File: config.mk
export PLATFORM = sky130hd
export DESIGN_NAME = retospect_lif_neuron
export DESIGN_NICKNAME = d
export VERILOG_FILES = /design/src/rtl/retospect_lif_neuron.sv
export SDC_FILE = /design/constraint.sdc
export NUM_CORES = 1
export LEC_CHECK = 0
export CAP_MARGIN = 15
export CORE_ASPECT_RATIO = 0.5
export CORE_MARGIN = 10
export CORE_UTILIZATION = 45
export CTS_BUF_LIST = sky130_fd_sc_hd__clkbuf_4 sky130_fd_sc_hd__clkbuf_8
export DETAILED_ROUTE_END_ITERATION = 7
export GPL_TIMING_DRIVEN = 0
export SETUP_SLACK_MARGIN = 0.15
export SLEW_MARGIN = 20
export SYNTH_ARGS = -nofsm -noshare
export SYNTH_HDL_FRONTEND = slang
export SYNTH_SLANG_ARGS = --single-unit
export TNS_END_PERCENT = 50
File: constraint.sdc
create_clock -name clk -period 9.6 [get_ports clk]
set_clock_uncertainty 0.2 [all_clocks]
set_input_delay 1.92 -clock clk [delete_from_list [all_inputs] [get_ports clk]]
set_output_delay 1.92 -clock clk [all_outputs]
set_load 0.02 [all_outputs]
File: src/rtl/retospect_lif_neuron.sv
// Parametrised leaky integrate-and-fire neuron cell with a serial config chain.
// Define RETOSPECT_LIF_SPIKE_COUNT_EN to build the saturating 8-bit spike counter.
module retospect_lif_neuron #(
    parameter int N_DEND       = 4,
    parameter int W_BITS       = 3,
    parameter int POT_BITS     = 6,
    parameter int CLK_SEL_BITS = 3,
    parameter int REFR_BITS    = 2
) (
    input  logic                         clk,
    input  logic                         reset,
    input  logic                         reset_nn,
    input  logic                         config_en,
    input  logic                         bs_in,
    output logic                         bs_out,
    input  logic [2**CLK_SEL_BITS-1:0]   clockbus,
    input  logic [N_DEND-1:0]            dendrite,
    output logic                         axon,
    output logic [POT_BITS-1:0]          potential,
    output logic [7:0]                   spike_count
);

    localparam int L      = N_DEND*W_BITS + POT_BITS + CLK_SEL_BITS + REFR_BITS;
    localparam int TH_LSB = N_DEND*W_BITS;
    localparam int DS_LSB = TH_LSB + POT_BITS;
    localparam int RF_LSB = DS_LSB + CLK_SEL_BITS;
    localparam int SUM_W  = POT_BITS + W_BITS + $clog2(N_DEND) + 1;

    typedef enum logic [1:0] {
        S_INTEGRATE  = 2'd0,
        S_FIRE       = 2'd1,
        S_REFRACTORY = 2'd2
    } state_e;

    logic [L-1:0]         cfg_q, cfg_d;
    logic [POT_BITS-1:0]  pot_q, pot_d;
    state_e               state_q, state_d;
    logic [REFR_BITS-1:0] refr_cnt_q, refr_cnt_d;
    logic                 axon_q, axon_d;

    logic [POT_BITS-1:0]     thresh;
    logic [CLK_SEL_BITS-1:0] dsel;
    logic [REFR_BITS-1:0]    refr;
    logic [POT_BITS-1:0]     leak;
    logic [SUM_W-1:0]        dsum;
    logic [SUM_W-1:0]        raw_sum;
    logic [POT_BITS-1:0]     sat_pot;
    logic [W_BITS-1:0]       w_i;

    assign thresh = cfg_q[TH_LSB +: POT_BITS];
    assign dsel   = cfg_q[DS_LSB +: CLK_SEL_BITS];
    assign refr   = cfg_q[RF_LSB +: REFR_BITS];

    assign bs_out    = cfg_q[0];
    assign axon      = axon_q;
    assign potential = pot_q;

    // Sum is wide enough that neither the signed weights nor the leaked potential can wrap.
    always_comb begin
        // NOTE: every combinational output gets a default first so no path leaves it unassigned (no latch).
        dsum = '0;
        w_i  = '0;
        for (int i = 0; i < N_DEND; i++) begin
            w_i = cfg_q[i*W_BITS +: W_BITS];
            if (dendrite[i]) begin
                dsum = dsum + {{(SUM_W-W_BITS){w_i[W_BITS-1]}}, w_i};
            end
        end
        leak    = clockbus[dsel] ? (pot_q >> 1) : pot_q;
        raw_sum = {{(SUM_W-POT_BITS){1'b0}}, leak} + dsum;
        if (raw_sum[SUM_W-1]) begin
            sat_pot = '0;
        end else if (|raw_sum[SUM_W-2:POT_BITS]) begin
            sat_pot = '1;
        end else begin
            sat_pot = raw_sum[POT_BITS-1:0];
        end
    end

    always_comb begin
        cfg_d      = cfg_q;
        pot_d      = pot_q;
        state_d    = state_q;
        refr_cnt_d = refr_cnt_q;
        axon_d     = 1'b0;
        if (reset_nn) begin
            pot_d      = '0;
            state_d    = S_INTEGRATE;
            refr_cnt_d = '0;
        end else if (config_en) begin
            cfg_d      = {bs_in, cfg_q[L-1:1]};
            state_d    = S_INTEGRATE;
            refr_cnt_d = '0;
        end else begin
            unique case (state_q)
                S_INTEGRATE: begin
                    pot_d = sat_pot;
                    if ((thresh != '0) && (sat_pot >= thresh)) begin
                        state_d = S_FIRE;
                        pot_d   = '0;
                        axon_d  = 1'b1;
                    end
                end
                S_FIRE: begin
                    pot_d = '0;
                    if (refr == '0) begin
                        state_d = S_INTEGRATE;
                    end else begin
                        state_d    = S_REFRACTORY;
                        refr_cnt_d = refr;
                    end
                end
                S_REFRACTORY: begin
                    pot_d      = '0;
                    refr_cnt_d = refr_cnt_q - 1'b1;
                    if (refr_cnt_q <= REFR_BITS'(1)) begin
                        state_d    = S_INTEGRATE;
                        refr_cnt_d = '0;
                    end
                end
                default: begin
                    state_d = S_INTEGRATE;
                    pot_d   = '0;
                end
            endcase
        end
    end

    // NOTE: state registers use non-blocking assignments so every flop samples pre-edge values.
    always_ff @(posedge clk) begin
        if (reset) begin
            cfg_q      <= '0;
            pot_q      <= '0;
            state_q    <= S_INTEGRATE;
            refr_cnt_q <= '0;
            axon_q     <= 1'b0;
        end else begin
            cfg_q      <= cfg_d;
            pot_q      <= pot_d;
            state_q    <= state_d;
            refr_cnt_q <= refr_cnt_d;
            axon_q     <= axon_d;
        end
    end

`ifdef RETOSPECT_LIF_SPIKE_COUNT_EN
    logic [7:0] spk_cnt_q, spk_cnt_d;

    always_comb begin
        spk_cnt_d = spk_cnt_q;
        if (reset_nn) begin
            spk_cnt_d = '0;
        end else if (!config_en && (state_q == S_FIRE) && (spk_cnt_q != 8'hFF)) begin
            spk_cnt_d = spk_cnt_q + 8'd1;
        end
    end

    always_ff @(posedge clk) begin
        if (reset) begin
            spk_cnt_q <= '0;
        end else begin
            spk_cnt_q <= spk_cnt_d;
        end
    end

    assign spike_count = spk_cnt_q;
`else
    assign spike_count = '0;
`endif

endmodule

==> results_dict.tcl <==
set metrics [dict create \
    number_of_nets_in_the_layout 574 \
    drc_violation_total_after_the_first_tritonroute_iteration 196 \
    cellPowerDensity_nw_per_um2 75.0 \
    vias 3356 \
    power.leakage_nw 1.80 \
    start_util_pct 46.0 \
    cp_slowest_stage_delay_ps 470 \
    clkSlewWorstSetupHoldPaths_ps 70 \
    antenna_violations_before_repair 0 \
    final_critical_path_setup_slack_ps 607 \
    worst_ep_required_time_ps 9620 \
    route.final.wire_length_um 8670 \
    clock_path_buffers 2 \
    intPower_mw 0.231 \
    post-route-drc-count 0 \
    gr-total-overflow 0 \
    synth_async_sr_flop_share_pct 0 \
    area_overhead_of_the_layout_relative_to_synthesis_pct 18.5 \
    hold_slack_ps 270 \
    net-switching-power_mw 0.0933 \
    cap_violations 0 \
    timing.hold.worst_endpoint "potential[0]" \
    rr_worst_depth 30 \
    hold_violations 0 \
    chipWidth_um 147 \
    worstHoldPathType "register to register" \
    synthDominantCellAreaShare_pct 18.6 \
    drive_above_1_share_pct 14.6 \
    seq_cells_post_synth 34 \
    rsz0062_at_grt "no" \
    boundaryPins 33 \
    worst_ep_arrival_time_ps 9010 \
    path_max_fanout 10 \
    relSlewSlack_pct 47.1 \
    placement.setup.worst_slack_ps -959 \
    setup_tns_ps 0 \
    status "finished, final reports clean" \
    die_extent_in_y_um 83.7 \
    routed_wire_length_per_instance_um 14.0 \
    port-buffer-count 22 \
    critical_path.endpoint_type "register" \
    globalRouteTotalUtil_pct 14.1 \
    number_of_clock_sinks_seen_by_cts 34 \
    cts_tree "built" \
    placed_cells_incl_taps 606 \
    num_rows 23 \
    slew_viol_final 0 \
    post-synth-top-area-cell "sky130_fd_sc_hd__dfxtp_1" \
    post_drt_via_cell_ratio 5.43 \
    whs_path_cells 2 \
    worst_slew_pin_slew_ps 786 \
    synth.avg_cell_area_um2 7.86 \
    firstDrtPassIters 4 \
    synth.distinct_cells 63 \
    final_design_area_no_fill_um2 4330 \
    mappedNetlistArea_um2 3650 \
    power.share.combinational_pct 21.5 \
    gpl.final_weighted_congestion 0.849 \
    synth_flop_cell "sky130_fd_sc_hd__dfxtp_1" \
    min_from "potential[0]" \
    placed_area_um2 4040 \
    maximum_level_of_the_cts_h_tree 2 \
    number_of_enable_type_register_cells_in_the_synthesized_netlist 0 \
    synth_top_cells_by_area "sky130_fd_sc_hd__dfxtp_1 19%, sky130_fd_sc_hd__ha_1 15%, sky130_fd_sc_hd__nand2_1 8.1%, sky130_fd_sc_hd__a21oi_1 7.8%, sky130_fd_sc_hd__fa_1 4.4%" \
    finalCriticalPeriod_ps 8990 \
    core_region_area_um2 7940 \
    seq_power_share_pct 44.5 \
    postLayoutCoreUtil_pct 54.5 \
    power.share.clock_pct 34.0 \
    diodes 0 \
    synthesis.yosys.warnings 0 \
    detailedPlacementHpwl_um 6840 \
    grt_pass1_wl_um 15200 \
    finalSetupViolations 0 \
    layout.cells.non_filler 618 \
    reg2reg_to "potential[1]" \
    via_count_of_the_first_global_routing_pass 3289 \
    synth_seq_area_share_pct 18.6 \
    netlist_instances 465 \
    number_of_buffers_inserted_during_clock_tree_synthesis 5 \
    antenna_violating_nets_post_route 0 \
    maxClockFrequency_mhz 111 \
    die_area_um2 12300 \
    p_sw_share_pct 28.7 \
    critical-path-slowest-cell "sky130_fd_sc_hd__fa_1" \
    clock-root-buffer "sky130_fd_sc_hd__clkbuf_8" \
    regToRegStartpoint "cfg_q[5]" \
    cp_startpoint_kind "input pin" \
    clkLatencyLatePin_ps 290 \
    power.ir.vdd_worst_uv 61.0 \
    grt_max_degree 18 \
    rrSetupSlack_ps 1970 \
    timing.final.crit_share_pct 93.7 \
    timing.setup.critical_path_class "input pin to register" \
    cpMostUsedCell "sky130_fd_sc_hd__a21o_1" \
    power.total_mw 0.325 \
]
-- cell usage in the layout (no fill, tap or decap), types with 6 or more instances in the layout --
master,count
sky130_fd_sc_hd__a21o_1,14
sky130_fd_sc_hd__nor2_1,25
sky130_fd_sc_hd__clkbuf_8,6
sky130_fd_sc_hd__a21oi_1,53
sky130_fd_sc_hd__o21ai_0,10
sky130_fd_sc_hd__mux2i_1,7
sky130_fd_sc_hd__nand2b_1,9
sky130_fd_sc_hd__conb_1,8
sky130_fd_sc_hd__o21ai_1,12
sky130_fd_sc_hd__xnor2_1,11
sky130_fd_sc_hd__ha_1,39
sky130_fd_sc_hd__dfxtp_1,34
sky130_fd_sc_hd__buf_4,13
sky130_fd_sc_hd__clkbuf_1,11
sky130_fd_sc_hd__a211oi_1,8
sky130_fd_sc_hd__inv_1,17
sky130_fd_sc_hd__nand2_1,79
sky130_fd_sc_hd__nor3_1,6
sky130_fd_sc_hd__mux2_2,12
sky130_fd_sc_hd__fa_1,8
sky130_fd_sc_hd__clkdlybuf4s50_1,21
-- power groups by stage --
stage          clock network [mW]  registers (mW)  logic (mW)
6_report                    0.110           0.144      0.0699
3_5_place_dp                    0           0.148      0.0643
2_1_floorplan                   0           0.149      0.0432
3_3_place_gp                    0           0.148      0.0639
5_1_grt                     0.119           0.145      0.0782
4_1_cts                     0.112           0.144      0.0669
-- what timing repair did --
item / 4_1_cts / 5_1_grt
buffers inserted: 3 / 1
gates resized for setup: 15 / 26
pin swaps: 4 / 3
gates cloned: 0 / 0
setup endpoints to repair: 8 / 8
hold buffers: 0 / 0
-- kinds of logic after synthesis --
| family | count (synthesis) | synth area share, % |
|---|---|---|
| AOI/OAI and AO/OA | 142 | 25.0 |
| muxes | 21 | 6.85 |
| and+or+nand+nor | 161 | 21.6 |
| buffers and inverters | 40 | 5.03 |
| DFF | 34 | 18.6 |
| adders and majority gates | 52 | 19.5 |
| xor gates and xnor gates | 14 | 3.36 |
| other | 1 | 0.103 |
-- worst max-delay path by stage --
stage	startpoint	endpoint	slack, ps	cells after the start
CTS	dendrite[0]	potential[1]	170	37
floorplan	dendrite[0]	potential[0]	610	33
detailed placement	dendrite[0]	potential[1]	-960	32
global placement	dendrite[0]	potential[5]	-900	32
finish	dendrite[0]	potential[1]	610	35
global route	dendrite[0]	potential[1]	120	35
-- per-layer routing --
metal  up-vias  GRT usage (%)  wire length (µm)
li1       1754              -                 -
met5         -              0                 0
met4         0           2.86                44
met2        48           22.8              3800
met1      1549           19.6              4600
met3         5           1.79               229
-- cell usage after synthesis, types with 3 or more instances --
cell                        number
sky130_fd_sc_hd__a211oi_1       12
sky130_fd_sc_hd__nor2_1         25
sky130_fd_sc_hd__nand4_1         3
sky130_fd_sc_hd__a21o_1         14
sky130_fd_sc_hd__nor3_1          6
sky130_fd_sc_hd__o21ai_1         8
sky130_fd_sc_hd__nand3_1         6
sky130_fd_sc_hd__dfxtp_1        34
sky130_fd_sc_hd__inv_1          17
sky130_fd_sc_hd__and3_1          4
sky130_fd_sc_hd__o21ai_0        17
sky130_fd_sc_hd__a2111oi_0       4
sky130_fd_sc_hd__ha_1           44
sky130_fd_sc_hd__buf_4           8
sky130_fd_sc_hd__o21a_1          4
sky130_fd_sc_hd__xnor2_1        12
sky130_fd_sc_hd__fa_1            8
sky130_fd_sc_hd__nand2b_1        9
sky130_fd_sc_hd__or3_1           5
sky130_fd_sc_hd__mux2_2         12
sky130_fd_sc_hd__a21oi_1        57
sky130_fd_sc_hd__clkbuf_1       11
sky130_fd_sc_hd__mux2i_1         7
sky130_fd_sc_hd__buf_2           3
sky130_fd_sc_hd__and2_1          4
sky130_fd_sc_hd__nand2_1        79
sky130_fd_sc_hd__nor2b_1         4
-- state kept, by name, indices dropped and copies added (netlist names) --
signal,cells
cfg_q,23
potential,6
refr_cnt_q,2
state_q,2
axon,1
-- layout make-up --
cell class / count / area [µm²]
buffer: 22 / 119
clock buffer: 6 / 82.6
clock inverter: 2 / 12.5
fill: 788 / 3610
inverter: 18 / 67.6
multi-input combinational: 398 / 2980
sequential: 34 / 681
tap: 112 / 140
timing repair buffer: 26 / 245
-- critical path: cells and delay by family --
kind,cells,cell delay [ps]
adders and majority gates,8,2470
and+or+nand+nor,8,1910
AOI/OAI and AO/OA,9,1250
muxes,2,590
buffers and inverters,5,520
xor gates and xnor gates,3,340
Power figures use the tool's default switching activity.
